--- config.mk ---
export PLATFORM = sky130hd
export DESIGN_NAME = tetris_game_ctrl_flat
export DESIGN_NICKNAME = d
export VERILOG_FILES = /design/src/rtl/tetris_pkg.sv /design/src/rtl/tetris_game_ctrl_if.sv /design/src/rtl/tetris_row_clear.sv /design/src/rtl/tetris_game_ctrl.sv /design/src/flat_wrapper.sv
export SDC_FILE = /design/constraint.sdc
export NUM_CORES = 1
export LEC_CHECK = 0
export ABC_AREA = 1
export BUFFER_PORTS_ARGS = -buffer_cell sky130_fd_sc_hd__clkbuf_2
export CAP_MARGIN = 20
export CELL_PAD_IN_SITES_DETAIL_PLACEMENT = 1
export CELL_PAD_IN_SITES_GLOBAL_PLACEMENT = 1
export CORE_MARGIN = 2
export CORE_UTILIZATION = 33
export DETAILED_ROUTE_END_ITERATION = 10
export GPL_TIMING_DRIVEN = 0
export PLACE_DENSITY_LB_ADDON = 0.08
export SLEW_MARGIN = 15
export SYNTH_ARGS = -nofsm -noshare
export SYNTH_HDL_FRONTEND = slang
export SYNTH_HIERARCHICAL = 1
export SYNTH_SLANG_ARGS = --single-unit
--- constraint.sdc ---
create_clock -name clka -period 1.85 [get_ports clka]
set_clock_uncertainty 0.15 [all_clocks]
set_input_delay 0.2775 -clock clka [delete_from_list [all_inputs] [get_ports clka]]
set_output_delay 0.2775 -clock clka [all_outputs]
set_load 0.1 [all_outputs]
--- src/rtl/tetris_pkg.sv ---
// tetris_pkg
// Shared definitions for the 4x8 Tetris game sequencer: controller state
// encoding, piece type codes, board geometry, the spawn-area mask and small
// helper functions used by the controller.
// Optional feature macro used by the design: TETRIS_LINE_CLEAR_EN.
package tetris_pkg;

  localparam int BOARD_W    = 4;
  localparam int BOARD_H    = 8;
  localparam int BOARD_BITS = BOARD_W * BOARD_H;

  // Cells 1,2 of rows 0..2: the area a freshly spawned piece occupies.
  localparam logic [BOARD_BITS-1:0] SPAWN_MASK = 32'h0000_0666;

  typedef enum logic [3:0] {
    ST_IDLE    = 4'd0,
    ST_SPAWN   = 4'd1,
    ST_WAIT    = 4'd2,
    ST_STEP    = 4'd3,
    ST_CAPTURE = 4'd4,
    ST_LOCK    = 4'd5,
    ST_CLEAR   = 4'd6,
    ST_OVER    = 4'd7
  } state_e;

  typedef enum logic [1:0] {
    PIECE_I1 = 2'b00,
    PIECE_I2 = 2'b01,
    PIECE_L3 = 2'b10,
    PIECE_S3 = 2'b11
  } piece_e;

  // True when the spawn area is already occupied, i.e. the game is lost.
  function automatic logic spawn_blocked(input logic [BOARD_BITS-1:0] brd);
    return |(brd & SPAWN_MASK);
  endfunction

  // Pending move bits are {rotate, right, left}; left wins over right,
  // right wins over rotate. Result is one-hot or zero.
  function automatic logic [2:0] move_select(input logic [2:0] pend);
    logic [2:0] sel;
    if (pend[0]) begin
      sel = 3'b001;
    end else if (pend[1]) begin
      sel = 3'b010;
    end else if (pend[2]) begin
      sel = 3'b100;
    end else begin
      sel = 3'b000;
    end
    return sel;
  endfunction

endpackage

--- src/rtl/tetris_game_ctrl_if.sv ---
// tetris_game_ctrl_if
// Request/response bus between the game sequencer and the move_piece
// datapath.
//   master (sequencer): drives mv_step, mv_board, mv_type, mv_location,
//                       mv_rotation, mv_left, mv_right, mv_rotate;
//                       receives mv_new_board, mv_new_location,
//                       mv_new_rotation, mv_touched.
//   slave  (datapath):  the mirror image.
interface tetris_game_ctrl_if;
  import tetris_pkg::*;

  logic                  mv_step;
  logic [BOARD_BITS-1:0] mv_board;
  logic [1:0]            mv_type;
  logic [4:0]            mv_location;
  logic [1:0]            mv_rotation;
  logic                  mv_left;
  logic                  mv_right;
  logic                  mv_rotate;
  logic [BOARD_BITS-1:0] mv_new_board;
  logic [4:0]            mv_new_location;
  logic [1:0]            mv_new_rotation;
  logic                  mv_touched;

  modport master (
    output mv_step, mv_board, mv_type, mv_location, mv_rotation,
           mv_left, mv_right, mv_rotate,
    input  mv_new_board, mv_new_location, mv_new_rotation, mv_touched
  );

  modport slave (
    input  mv_step, mv_board, mv_type, mv_location, mv_rotation,
           mv_left, mv_right, mv_rotate,
    output mv_new_board, mv_new_location, mv_new_rotation, mv_touched
  );

endinterface

--- src/rtl/tetris_row_clear.sv ---
// tetris_row_clear
// Combinational single-row helper for line clearing.
//   board_i    in  32  committed board (bit 4r+c = row r, col c; row 0 top)
//   row_i      in  3   row under evaluation
//   full_o     out 1   every cell of row_i is set
//   shifted_o  out 32  board with row_i removed: rows 0..row_i-1 move down
//                      one row, row 0 becomes empty, lower rows unchanged
// Only instantiated when TETRIS_LINE_CLEAR_EN is defined.
module tetris_row_clear
  import tetris_pkg::*;
(
  input  logic [BOARD_BITS-1:0] board_i,
  input  logic [2:0]            row_i,
  output logic                  full_o,
  output logic [BOARD_BITS-1:0] shifted_o
);

  // Full-row detect and shift-down of everything above the row.
  always_comb begin
    full_o          = &board_i[{row_i, 2'b00} +: BOARD_W];
    shifted_o       = board_i;
    shifted_o[BOARD_W-1:0] = {BOARD_W{1'b0}};
    for (int i = 1; i < BOARD_H; i++) begin
      if (i <= int'(row_i)) begin
        shifted_o[i*BOARD_W +: BOARD_W] = board_i[(i-1)*BOARD_W +: BOARD_W];
      end else begin
        shifted_o[i*BOARD_W +: BOARD_W] = board_i[i*BOARD_W +: BOARD_W];
      end
    end
  end

endmodule

--- src/rtl/tetris_game_ctrl.sv ---
// tetris_game_ctrl
// Top-level game sequencer for the 4x8 board. Owns the committed board, the
// active piece (type/location/rotation) and the drop timer; issues one step
// request per drop tick to the move_piece datapath and commits its results,
// then locks, optionally clears full rows, spawns and detects game over.
// Ports:
//   clka, rst_n            clock (rising edge), synchronous active-low reset
//   start                  level; starts a game from IDLE or OVER
//   left, right, rotate    synchronised button levels (edge detected here)
//   mv                     datapath bus (tetris_game_ctrl_if.master)
//   board                  committed board for the display
//   game_over, busy        status
//   lines                  cleared-row count (0 unless feature enabled)
// Parameters: DROP_TICKS (>=2), MV_LAT (>=1), SPAWN_LOC.
// Macro TETRIS_LINE_CLEAR_EN adds the CLEAR state, row shifting and lines.
module tetris_game_ctrl
  import tetris_pkg::*;
#(
  parameter int DROP_TICKS = 1000,
  parameter int MV_LAT     = 2,
  parameter int SPAWN_LOC  = 5
) (
  input  logic                  clka,
  input  logic                  rst_n,
  input  logic                  start,
  input  logic                  left,
  input  logic                  right,
  input  logic                  rotate,
  tetris_game_ctrl_if.master    mv,
  output logic [BOARD_BITS-1:0] board,
  output logic                  game_over,
  output logic                  busy,
  output logic [7:0]            lines
);

  localparam int TMR_W = $clog2(DROP_TICKS);
  localparam int LAT_W = $clog2(MV_LAT + 1);
  localparam logic [TMR_W-1:0] TMR_LOAD     = TMR_W'(DROP_TICKS - 1);
  localparam logic [LAT_W-1:0] LAT_LOAD     = LAT_W'(MV_LAT);
  localparam logic [4:0]       SPAWN_ANCHOR = 5'(SPAWN_LOC);

  state_e                state_q, state_d;
  logic [TMR_W-1:0]      timer_q, timer_d;
  logic [LAT_W-1:0]      lat_q, lat_d;
  logic [2:0]            btn_q, btn_d;       // {rotate, right, left}
  logic [2:0]            pend_q, pend_d;
  logic [2:0]            move_q, move_d;
  logic [1:0]            type_cnt_q, type_cnt_d;
  piece_e                type_q, type_d;
  logic [4:0]            loc_q, loc_d;
  logic [1:0]            rot_q, rot_d;
  logic [BOARD_BITS-1:0] board_q, board_d;
  logic                  step_q, step_d;
  logic                  over_q, over_d;
  logic                  busy_q, busy_d;
  logic [2:0]            rise;

`ifdef TETRIS_LINE_CLEAR_EN
  logic [2:0]            row_q, row_d;
  logic [7:0]            lines_q, lines_d;
  logic                  row_full;
  logic [BOARD_BITS-1:0] row_shifted;

  tetris_row_clear u_row_clear (
    .board_i   (board_q),
    .row_i     (row_q),
    .full_o    (row_full),
    .shifted_o (row_shifted)
  );
`endif

  // Next-state, datapath request and board/piece update logic.
  always_comb begin
    btn_d      = {rotate, right, left};
    rise       = btn_d & ~btn_q;
    state_d    = state_q;
    timer_d    = timer_q;
    lat_d      = lat_q;
    pend_d     = pend_q | rise;
    move_d     = move_q;
    type_cnt_d = type_cnt_q;
    type_d     = type_q;
    loc_d      = loc_q;
    rot_d      = rot_q;
    board_d    = board_q;
    step_d     = 1'b0;
`ifdef TETRIS_LINE_CLEAR_EN
    row_d      = row_q;
    lines_d    = lines_q;
`endif

    case (state_q)
      ST_IDLE, ST_OVER: begin
        // A new game always starts from an empty board.
        if (start) begin
          state_d = ST_SPAWN;
          board_d = {BOARD_BITS{1'b0}};
`ifdef TETRIS_LINE_CLEAR_EN
          lines_d = 8'h00;
`endif
        end else begin
          state_d = state_q;
        end
      end
      ST_SPAWN: begin
        type_d     = piece_e'(type_cnt_q);
        type_cnt_d = type_cnt_q + 2'd1;
        loc_d      = SPAWN_ANCHOR;
        rot_d      = 2'b00;
        if (spawn_blocked(board_q)) begin
          state_d = ST_OVER;
        end else begin
          state_d = ST_WAIT;
          timer_d = TMR_LOAD;
        end
      end
      ST_WAIT: begin
        // The move is latched from pending state; an edge seen in this
        // same cycle survives into the next drop.
        if (timer_q == {TMR_W{1'b0}}) begin
          state_d = ST_STEP;
          step_d  = 1'b1;
          move_d  = move_select(pend_q);
          pend_d  = rise;
        end else begin
          timer_d = timer_q - TMR_W'(1);
        end
      end
      ST_STEP: begin
        state_d = ST_CAPTURE;
        lat_d   = LAT_LOAD;
      end
      ST_CAPTURE: begin
        // Stays MV_LAT+1 cycles so the sample lands after the datapath's
        // MV_LAT-cycle latency has fully elapsed.
        if (lat_q == {LAT_W{1'b0}}) begin
          board_d = mv.mv_new_board;
          loc_d   = mv.mv_new_location;
          rot_d   = mv.mv_new_rotation;
          move_d  = 3'b000;
          if (mv.mv_touched) begin
            state_d = ST_LOCK;
          end else begin
            state_d = ST_WAIT;
            timer_d = TMR_LOAD;
          end
        end else begin
          lat_d = lat_q - LAT_W'(1);
        end
      end
      ST_LOCK: begin
`ifdef TETRIS_LINE_CLEAR_EN
        state_d = ST_CLEAR;
        row_d   = 3'd7;
`else
        state_d = ST_SPAWN;
`endif
      end
      ST_CLEAR: begin
`ifdef TETRIS_LINE_CLEAR_EN
        // A cleared row pulls the row above into its place, so the same
        // row index is re-evaluated before moving up.
        if (row_full) begin
          board_d = row_shifted;
          lines_d = (lines_q == 8'hFF) ? lines_q : lines_q + 8'd1;
        end else if (row_q == 3'd0) begin
          state_d = ST_SPAWN;
        end else begin
          row_d = row_q - 3'd1;
        end
`else
        state_d = ST_SPAWN;
`endif
      end
      default: begin
        state_d = ST_IDLE;
      end
    endcase

    busy_d = (state_d != ST_IDLE) && (state_d != ST_OVER);
    over_d = (state_d == ST_OVER);
  end

  // State and output registers with synchronous active-low reset.
  always_ff @(posedge clka) begin
    if (!rst_n) begin
      state_q    <= ST_IDLE;
      timer_q    <= {TMR_W{1'b0}};
      lat_q      <= {LAT_W{1'b0}};
      btn_q      <= 3'b000;
      pend_q     <= 3'b000;
      move_q     <= 3'b000;
      type_cnt_q <= 2'b00;
      type_q     <= PIECE_I1;
      loc_q      <= 5'd0;
      rot_q      <= 2'b00;
      board_q    <= {BOARD_BITS{1'b0}};
      step_q     <= 1'b0;
      over_q     <= 1'b0;
      busy_q     <= 1'b0;
`ifdef TETRIS_LINE_CLEAR_EN
      row_q      <= 3'd0;
      lines_q    <= 8'h00;
`endif
    end else begin
      state_q    <= state_d;
      timer_q    <= timer_d;
      lat_q      <= lat_d;
      btn_q      <= btn_d;
      pend_q     <= pend_d;
      move_q     <= move_d;
      type_cnt_q <= type_cnt_d;
      type_q     <= type_d;
      loc_q      <= loc_d;
      rot_q      <= rot_d;
      board_q    <= board_d;
      step_q     <= step_d;
      over_q     <= over_d;
      busy_q     <= busy_d;
`ifdef TETRIS_LINE_CLEAR_EN
      row_q      <= row_d;
      lines_q    <= lines_d;
`endif
    end
  end

  assign mv.mv_step     = step_q;
  assign mv.mv_board    = board_q;
  assign mv.mv_type     = type_q;
  assign mv.mv_location = loc_q;
  assign mv.mv_rotation = rot_q;
  assign mv.mv_left     = move_q[0];
  assign mv.mv_right    = move_q[1];
  assign mv.mv_rotate   = move_q[2];

  assign board     = board_q;
  assign game_over = over_q;
  assign busy      = busy_q;
`ifdef TETRIS_LINE_CLEAR_EN
  assign lines     = lines_q;
`else
  assign lines     = 8'h00;
`endif

endmodule

--- src/flat_wrapper.sv ---
// flat-port wrapper written by rule: the top's interface ports become plain ports
module tetris_game_ctrl_flat import tetris_pkg::*;
#(
  parameter int DROP_TICKS = 1000,
  parameter int MV_LAT     = 2,
  parameter int SPAWN_LOC  = 5
)
  (clka, rst_n, start, left, right, rotate, board, game_over, busy, lines, mv_mv_step, mv_mv_board, mv_mv_type, mv_mv_location, mv_mv_rotation, mv_mv_left, mv_mv_right, mv_mv_rotate, mv_mv_new_board, mv_mv_new_location, mv_mv_new_rotation, mv_mv_touched);
  tetris_game_ctrl_if mv_i ();
  input  logic clka;
  input  logic rst_n;
  input  logic start;
  input  logic left;
  input  logic right;
  input  logic rotate;
  output logic [BOARD_BITS-1:0] board;
  output logic game_over;
  output logic busy;
  output logic [7:0] lines;
  output wire logic [$bits(mv_i.mv_step)-1:0] mv_mv_step;
  output wire logic [$bits(mv_i.mv_board)-1:0] mv_mv_board;
  output wire logic [$bits(mv_i.mv_type)-1:0] mv_mv_type;
  output wire logic [$bits(mv_i.mv_location)-1:0] mv_mv_location;
  output wire logic [$bits(mv_i.mv_rotation)-1:0] mv_mv_rotation;
  output wire logic [$bits(mv_i.mv_left)-1:0] mv_mv_left;
  output wire logic [$bits(mv_i.mv_right)-1:0] mv_mv_right;
  output wire logic [$bits(mv_i.mv_rotate)-1:0] mv_mv_rotate;
  input wire logic [$bits(mv_i.mv_new_board)-1:0] mv_mv_new_board;
  input wire logic [$bits(mv_i.mv_new_location)-1:0] mv_mv_new_location;
  input wire logic [$bits(mv_i.mv_new_rotation)-1:0] mv_mv_new_rotation;
  input wire logic [$bits(mv_i.mv_touched)-1:0] mv_mv_touched;
  assign mv_mv_step = mv_i.mv_step;
  assign mv_mv_board = mv_i.mv_board;
  assign mv_mv_type = mv_i.mv_type;
  assign mv_mv_location = mv_i.mv_location;
  assign mv_mv_rotation = mv_i.mv_rotation;
  assign mv_mv_left = mv_i.mv_left;
  assign mv_mv_right = mv_i.mv_right;
  assign mv_mv_rotate = mv_i.mv_rotate;
  assign mv_i.mv_new_board = mv_mv_new_board;
  assign mv_i.mv_new_location = mv_mv_new_location;
  assign mv_i.mv_new_rotation = mv_mv_new_rotation;
  assign mv_i.mv_touched = mv_mv_touched;
  tetris_game_ctrl #(.DROP_TICKS(DROP_TICKS), .MV_LAT(MV_LAT), .SPAWN_LOC(SPAWN_LOC)) u_core (.clka(clka), .rst_n(rst_n), .start(start), .left(left), .right(right), .rotate(rotate), .mv(mv_i), .board(board), .game_over(game_over), .busy(busy), .lines(lines));
endmodule
* Word-level counts from Yosys, hierarchy flattened
Index checks and enable logic that the tools add are counted.
** Storage, ports and cells
- Register bits after elaboration :: 71
- Output and inout bits :: 87
- Word-level logic and storage cells :: 84
** Cells by class
- Add/sub/neg operators :: 3
- Eq/ne operators :: 16
- Mux-type cells :: 29
- Bitwise logic cells :: 3
- Reduce and logical (&&, ||, !) cells :: 19
** Operators with widths (count)
- 32-bit 2-to-1 mux :: 2
- 32-bit case mux with 2 select lines :: 1
- 10-bit 2-to-1 mux :: 4
- 10-bit case mux with 3 select lines :: 1
- 3-bit 2-to-1 mux :: 9
- 4-bit case mux with 6 select lines :: 1
- 4-bit by 3-bit equality test with 1-bit output (second input constant) :: 5
- 4-bit 2-to-1 mux :: 3
- 10-bit logical NOT :: 1
- 2-bit inequality test (second input constant) :: 5
- 5-bit case mux with 2 select lines :: 1
- 10-bit by 1-bit subtractor with 10-bit output (second input constant) :: 1
- 4-bit by 2-bit equality test with 1-bit output (second input constant) :: 2
- 2-bit case mux with 2 select lines :: 2
- 2-bit nonzero test :: 4
- 3-bit case mux with 2 select lines :: 1
- 2-bit AND reduction :: 3
- 3-bit AND reduction :: 2
- 6-bit OR reduction :: 1
- 5-bit 2-to-1 mux :: 1
- 5-bit AND reduction :: 1
- 4-bit by 1-bit equality test with 1-bit output (second input constant) :: 1
- 4-bit logical NOT :: 1
- 2-bit 2-to-1 mux :: 2
- other kinds (13) :: 15

* Longest topological paths before layout
Gate-level depths: netlist (run 1).
- Word-level depth :: 5
- Gate-level depth with buffers :: 11
- Depth with buffers taken out :: 11

* Worst setup path before layout (run 1)
OpenSTA, ideal clock, no wires.
- Path type :: reg-to-reg
- Start point :: reg u_core.board_q[9] (netlist: u_core/board[9])
- End point :: reg u_core.timer_q[7]
- Setup time :: 0.133 ns
- Arrival time :: 1.591 ns
- Required time :: 1.567 ns
- Setup slack :: -0.024 ns
- Stages on the path, launching flop included :: 8
- Clock period less this slack :: 1.874 ns
- Path through :: dfxtp_1 -> nor2_1 -> nand3_1 -> nand2_1 -> nand2_4 -> nor2_8 -> nand2_1 -> a21oi_1
** Between the ends
- Longest elaborated chain between the ends :: 3
** RTL lines
- start: declaration :: line tetris_game_ctrl.sv:52 : logic [BOARD_BITS-1:0] board_q, board_d;
- start signal: assignment :: line tetris_game_ctrl.sv:197 : board_q <= {BOARD_BITS{1'b0}};
- start signal: assignment :: line tetris_game_ctrl.sv:216 : board_q <= board_d;
- 6-bit OR reduction :: line tetris_pkg.sv:35 : return |(brd & SPAWN_MASK);
- 2-bit inequality test (no line)
- 5-bit AND reduction (no line)
- end signal: assignment :: line tetris_game_ctrl.sv:188 : timer_q <= {TMR_W{1'b0}};
- end signal: assignment :: line tetris_game_ctrl.sv:207 : timer_q <= timer_d;
- end: declaration :: line tetris_game_ctrl.sv:43 : logic [TMR_W-1:0] timer_q, timer_d;
Every way passes these cells.
A chain may end at the register's enable or synchronous reset.

* Worst setup path in the final report (run 1)
- Start point :: reg u_core.board_q[10] (netlist: u_core/board[10])
- End point :: out mv_mv_board[10]
** RTL lines
- end: declaration :: line flat_wrapper.sv:21 : output wire logic [$bits(mv_i.mv_board)-1:0] mv_mv_board;
No word-level cell between the ends.

==> impl_metrics.toml, run 1 <==
[global_route]
grt_max_degree = 14
grt_pass1_vias = 3374
overflow = 0
antenna_found_initial = 0
grt.total_usage = 0.179
grt_first_pass_wirelength_um = 15900

[cells_and_area]
antenna_cells = 0
layout_common_cells = "nand2_1, clkbuf_2, dfxtp_1"
area_growth_pct = 36.9
nNetsFinal = 651
final_common_cell = "nand2_1"
drive_gt1_frac = 0.367
final_core_util = 0.462

[synth]
ys_seq_elements = 71
synth-main-ff-cell = "dfxtp_1"
synthCells = 441
syn_area_um2 = 3280
synth_cell_types = 28
yosysTopAreaCell = "dfxtp_1"
async_reset_ff_frac = 0
yosysWarnings = 6
synthTopCellsByArea = "dfxtp_1, nand2_1, buf_4"
synth_top_area_share = 0.433
synth.avg_cell_area_um2 = 7.44
synth-seq-area-share = 0.433
synth_edf_count = 0

[pwr]
powerDensity_nw_per_um2 = 724
vdd_drop_max_v = 0.000365
total_power_uw = 3250
power_leakage_uw = 0.00217

[setup_path]
worstPathArrival_ns = 1.31
startpoint_type = "register"
worstPathRequired_ns = 1.42
worstPathMaxFanout = 4
endpoint_kind = "output pin"
critical_path_class = "register to output pin"

[drt]
wirelength_um = 9480
drc = 0
drt_pass1_iterations = 4
final_antenna_net_count = 0
vias = 3286
drt_iter0_markers = 77
wl_per_cell_um = 12.8
viasPerCell = 4.44

[sta]
fin_ws_ns = 0.108
rsz0062_at_grt = "no"
period_share = 0.942
hold_violations = 0
timing.fmax_mhz = 574
drv_slew = 0
finalCriticalPeriod_ns = 1.74
setup_violations = 0
slew_headroom = 0.577
tightest_slew_ns = 0.635

[clock_network]
cts-root-buf = "clkbuf_8"
htreeDepth = 3
cts_buffer_depth = 2
insertion_delay_ns = 0.35
cts-buffers-inserted = 9
clock_sinks = 71
clk_pin_slew_ns = 0.08
cts_tree = "done"

[die]
core_area_um2 = 9730
initial_core_util = 0.337
die_area_um2 = 10800
num_rows = 36
die_x_um = 104
ios = 133
die_h_um = 104

[placement]
dp_slack_ns = -0.0463
gp_congestion = 0.793
port-buffer-count = 124
hpwl_um = 7030

[job]
max-cap-violations = 0

[status]
status = "finished clean"

[min_path]
hold_path_class = "primary input to register"
path summary, 6_finish.rpt:
kind                                           from           endpoint  slack (ns)  depth (start not counted)
worst min register to register      u_core/btn_q[2]   u_core/pend_q[2]        0.27                          1
worst max register to register      u_core/lat_q[0]  u_core/timer_q[3]        0.13                         10
worst max-delay path               u_core/board[10]    mv_mv_board[10]        0.11                          2
worst min-delay path            mv_mv_new_board[18]   u_core/board[18]        0.01                          3
metal layers:
metal  track usage  up-vias  wire length [um]
li1              -     1684                 -
met1         0.216     1520              4320
met2         0.314       76              4680
met3        0.0422        6               404
met4        0.0589        0                76
met5             0        -                 0
repair_timing:
| item | CTS | global route |
|---|---|---|
| gates resized for setup | 2 | 5 |
| endpoints found under the hold margin | 17 | 0 |
| setup buffers | 0 | 1 |
| hold buffers | 17 | 0 |
| setup endpoints to repair | 10 | 12 |
| pin swaps | 0 | 3 |
kinds of logic (layout without fill, tap and decap cells):
family,after synthesis,count (layout),synth area share
and+or+nand+nor,207,207,0.281
buffers and inverters,81,239,0.146
AOI/OAI and AO/OA,75,75,0.119
DFF,71,71,0.433
adders and majority gates,3,3,0.0114
xor gates and xnor gates,3,3,0.00800
other,1,9,0.00114
cells in the mapped netlist (2+ instances only):
library cell,instances
o21ai_0,14
nor2_1,28
inv_2,6
dfxtp_1,71
nor2_2,4
buf_2,3
nor2_8,2
nand2_1,134
xor2_1,2
nand2_2,4
clkbuf_1,7
buf_4,40
buf_6,3
nor2_4,3
nand3_2,2
ha_1,3
nand3_1,25
inv_1,22
nand2_4,3
a21oi_1,56
o21ai_1,2
power breakdown:
part | total [uW] | internal, uW | switching, uW
Clock | 1200 | 569 | 632
Combinational | 464 | 154 | 310
Sequential | 1590 | 1560 | 26.5
stage by stage:
| stage | hold slack, ns | TNS [ns] | cells | instance area, um^2 |
|---|---|---|---|---|
| after CTS | 0.000593 | 0 | 739 | 4470 |
| after floorplan | 0.234 | 0 | 449 | 3320 |
| after global placement | 0.252 | 0 | 706 | 4100 |
| after detailed placement | 0.258 | -0.748 | 706 | 4100 |
| after global routing | 0.00712 | 0 | 740 | 4490 |
| final | 0.0124 | 0 | 740 | 4490 |
critical path, stage by stage (launching register included):
cell      delay [ns]
dfxtp_1         0.40
buf_4           0.13
clkbuf_2        0.44
cell type report:
cell class / count / area [um^2]
fill: 1312 / 5240
sequential: 71 / 1430
tap: 133 / 166
buffer: 53 / 375
clock buffer: 11 / 151
clock inverter: 5 / 40.0
multi-input combinational: 297 / 1430
timing repair buffer: 142 / 798
inverter: 28 / 105
sequential cells by signal (all words and copies together) (netlist names):
register	count
u_core/board	32
u_core/mv.mv_step	1
u_core/game_over	1
u_core/move_q	3
u_core/timer_q	10
u_core/mv.mv_rotation	2
u_core/pend_q	3
u_core/state_q	4
u_core/busy	1
u_core/mv.mv_type	2
u_core/btn_q	3
u_core/type_cnt_q	2
u_core/lat_q	2
u_core/mv.mv_location	5
Note: power is estimated with default switching activity, not from simulation.
==> run 2: changes to the inputs <==
- ABC_CLOCK_PERIOD_IN_PS: not set -> 2150
- RECOVER_POWER: not set -> 25
- clock period: 1.85 -> 2.15 ns (I/O delays scaled with it)
==> impl_metrics.toml, run 2 (synthesis gave the netlist of run 1 again) <==
[sta]
slew_headroom = 0.548
period_share = 0.868
tightest_slew_ns = 0.679
setup_violations = 0
finalCriticalPeriod_ns = 1.87
setup_tns_ns = 0
drv_slew = 0
rsz0062_at_grt = "no"
timing.fmax_mhz = 536
hold_violations = 0

[clock_network]
cts-buffers-inserted = 9
clk_pin_slew_ns = 0.07
post_cts_resized = 0
cts-root-buf = "clkbuf_8"
cts_buffer_depth = 2
postCtsHoldBufs = 0
cts_tree = "done"
htreeDepth = 3
clock_sinks = 71
cts_setup_buffers = 0
insertion_delay_ns = 0.35

[placement]
gp_congestion = 0.808
place_inst = 706
port-buffer-count = 124
hpwl_um = 7000

[cells_and_area]
largest_register_ffs = 32
antenna_cells = 0
nNetsFinal = 633
final_common_cell = "nand2_1"
final_cells = 722
area_growth_pct = 30.0
drive_gt1_frac = 0.351
layout_common_cells = "nand2_1, clkbuf_2, dfxtp_1"

[pwr]
vdd_drop_max_v = 0.000336
power_leakage_uw = 0.00208
powerDensity_nw_per_um2 = 634

[setup_path]
worst_path_most_repeated_cell = "nand2_1"
worstPathMaxFanout = 10
critical_path_class = "register to register"
critical_path.max_stage_delay_ns = 0.44
crit_chain = "inv_2 -> nand3_1 -> inv_1 -> nand2_1 -> nand3_2 -> nand2_1 -> a21oi_1"
worstPathRequired_ns = 2.20
worstPathArrival_ns = 1.92
endpoint_kind = "register"
slowest_stage = "dfxtp_1"
startpoint_type = "register"

[drt]
final_antenna_net_count = 0
drt_pass1_iterations = 4
drc = 0
vias = 3182
drt_iter0_markers = 58
wirelength_um = 9060
wl_per_cell_um = 12.5
viasPerCell = 4.41

[global_route]
antenna_found_initial = 0
grt.total_usage = 0.172
grt_max_degree = 12
overflow = 0
grt_pass1_vias = 3066
grt_first_pass_wirelength_um = 15000

[status]
status = "finished clean"

[die]
ios = 133
die_area_um2 = 10800
die_h_um = 104
die_x_um = 104
core_area_um2 = 9730
num_rows = 36
initial_core_util = 0.337

[min_path]
hold_path_class = "primary input to register"

[job]
max-cap-violations = 0
## run 2: metal layers
| metal | vias up | track usage | routed length, um |
|---|---|---|---|
| met1 | 1448 | 0.217 | 4200 |
| met5 | - | 0 | 0 |
| met2 | 81 | 0.281 | 4260 |
| met3 | 12 | 0.0415 | 449 |
| met4 | 0 | 0.0685 | 146 |
| li1 | 1641 | - | - |
## run 2: area by class of cell
type	instances	area, um^2
fillers	1297	5460
flip-flops and latches	71	1420
multi-input cells	297	1400
repair buffers	124	619
plain buffers	53	375
well taps	133	166
clock buffers	13	159
inverters	28	105
clock inverters	3	17.5
## run 2: worst paths after layout
kind / start / endpoint / slack (ns) / depth (start not counted)
max: u_core/state_q[1] / u_core/timer_q[0] / 0.28 / 7
min: left / u_core/btn_q[0] / 0.02 / 3
max reg2reg: u_core/state_q[1] / u_core/timer_q[0] / 0.28 / 7
min reg2reg: u_core/btn_q[0] / u_core/pend_q[0] / 0.27 / 1
## run 2: where the power goes
group	internal (uW)	leakage, uW	total [uW]	switching (uW)
Combinational	111	0.00141	368	257
Clock	479	0.0000894	973	494
Sequential	1340	0.000575	1360	22.1
Total	1930	0.00208	2710	773
## run 2: critical path, delay by kind of cell (launching register included)
family | cells | cell delay (ns)
and+or+nand+nor | 4 | 0.85
DFF | 1 | 0.44
buffers and inverters | 2 | 0.21
AOI/OAI and AO/OA | 1 | 0.07
## run 2: stage by stage
stage               area (um^2)  utilization  power, uW  hold WS, ns  worst slack, ns
floorplan                  3310            -       1670        0.249            0.276
global placement           4100        0.421       1760        0.253            0.259
detailed placement         4100        0.421       1770        0.265            0.229
CTS                        4280        0.440       2760      0.00565            0.283
global route               4270        0.439       2850       0.0171           0.0701
finish                     4270        0.439       2710       0.0214            0.285
==> run 3: changes to the inputs <==
==> constraint.sdc (replaced) <==
create_clock -name clka -period 2.15 [get_ports clka]
set_clock_uncertainty 0.15 [all_clocks]
set_input_delay 0.215 -clock clka [delete_from_list [all_inputs] [get_ports clka]]
set_output_delay 0.215 -clock clka [all_outputs]
set_load 0.1 [all_outputs]
==> impl_metrics.toml, run 3 (synthesis gave the netlist of run 1 again) <==
[die]
die_x_um = 104
num_rows = 36
initial_core_util = 0.337
ios = 133
die_h_um = 104
die_area_um2 = 10800
core_area_um2 = 9730

[clock_network]
clock_sinks = 71
insertion_delay_ns = 0.35
cts_tree = "done"
htreeDepth = 3
post_cts_resized = 0
cts-root-buf = "clkbuf_8"
clk_pin_slew_ns = 0.07
cts_buffer_depth = 2
cts-buffers-inserted = 9

[job]
max-cap-violations = 0

[min_path]
whs_path_depth = 3
min_from = "mv_mv_new_location[0]"
whs_endpoint = "u_core/mv.mv_location[0]"
hold_path_class = "primary input to register"

[placement]
dp_slack_ns = 0.298
placed_cell_area_um2 = 4100
gp_congestion = 0.808
port-buffer-count = 124
hpwl_um = 7000

[pwr]
vdd_drop_max_v = 0.000339
powerDensity_nw_per_um2 = 590
power_leakage_uw = 0.00225

[cells_and_area]
seqCellArea_um2 = 1420
final_common_cell = "nand2_1"
antenna_cells = 0
layout_common_cells = "nand2_1, clkbuf_2, dfxtp_1"
area_growth_pct = 43.4
design_area_um2 = 4710
nFillCells = 1304
largest_register_ffs = 32
drive_gt1_frac = 0.325
multi_input_area_um2 = 1410
nNetsFinal = 677

[sta]
drv_slew = 0
finalCriticalPeriod_ns = 1.91
timing.fmax_mhz = 525
hold_violations = 0
slew_headroom = 0.221
setup_tns_ns = 0
rsz0062_at_grt = "no"
tightest_slew_ns = 1.17
fin_ws_ns = 0.245
period_share = 0.886
setup_violations = 0

[setup_path]
worstPathMaxFanout = 2
critical_path_class = "register to output pin"
r2r_start = "u_core/state_q[1]"
startpoint_type = "register"
endpoint_kind = "output pin"
r2r_end = "u_core/timer_q[0]"
r2r_cells = 7
worstPathRequired_ns = 1.78
crit_start = "u_core/move_q[1]"
critPathTopFamily = "buffers and inverters"
worstPathArrival_ns = 1.54
timing.critical_path.buf_inv = 1
crit_chain = "clkbuf_1"
slowest_stage = "clkbuf_1"
critical_path.max_stage_delay_ns = 0.86
rrSetupSlack_ns = 0.28
cp_num_cells = 1

[drt]
final_antenna_net_count = 0
vias = 3392
viasPerCell = 4.43
drt_iter0_markers = 88
drt_pass1_iterations = 4
drc = 0
wl_per_cell_um = 13.1
wirelength_um = 10000

[global_route]
grt_pass1_vias = 3402
overflow = 0
grt_first_pass_wirelength_um = 16700
grt_max_degree = 12
grt.total_usage = 0.190
antenna_found_initial = 0

[status]
status = "finished clean"
[run 3: changes by cell type in the layout (fill, tap and decap cells not counted)]
cell | previous run | this run
clkbuf_1 | 10 | 12
clkbuf_2 | 123 | 121
dlygate4sd3_1 | 0 | 44
nand2_1 | 135 | 134
nand2_2 | 3 | 4
[run 3: power breakdown]
part	internal, uW	switching [uW]
logic	164	274
clock network	479	498
registers	1340	22.3
[run 3: per-layer routing]
| metal | part of all wire | wire (um) | global-route usage | vias to the layer above |
|---|---|---|---|---|
| li1 | - | - | - | 1727 |
| met1 | 0.46 | 4570 | 0.234 | 1564 |
| met2 | 0.48 | 4790 | 0.318 | 85 |
| met3 | 0.047 | 469 | 0.0453 | 16 |
| met4 | 0.019 | 189 | 0.0782 | 0 |
| met5 | 0 | 0 | 0 | - |
[run 3: cell type report]
cell class | instances | share of cell area
clock buffer | 13 | 0.0337
inverter | 28 | 0.0223
sequential | 71 | 0.302
buffer | 53 | 0.0797
timing repair buffer | 168 | 0.225
tap | 133 | 0.0353
clock inverter | 3 | 0.00372
multi-input combinational | 297 | 0.299
[run 3: through the flow]
stage / hold slack [ns] / utilization / cells / power, uW
after floorplan: 0.172 / - / 449 / 1670
after global placement: 0.253 / 0.421 / 706 / 1760
after detailed placement: 0.265 / 0.421 / 706 / 1770
after CTS: 0.00560 / 0.485 / 766 / 2830
after global routing: 0.0146 / 0.484 / 766 / 2920
final: 0.0313 / 0.484 / 766 / 2780
[run 3: worst min-delay path: stages]
cell and delay, ns:
clkbuf_2 0.08, o21ai_1 0.06, a21oi_1 0.13
[run 3: what timing repair did]
action | in CTS | in global routing
setup buffers | 0 | 0
hold buffers | 44 | 0
hold endpoints to repair | 44 | 0
[run 3: worst max path at each step]
| stage | to |
|---|---|
| after floorplan | u_core/timer_q[7] |
| after global placement | u_core/timer_q[1] |
| after detailed placement | u_core/timer_q[2] |
| after CTS | u_core/timer_q[0] |
| after global routing | u_core/timer_q[7] |
| final | mv_mv_right |
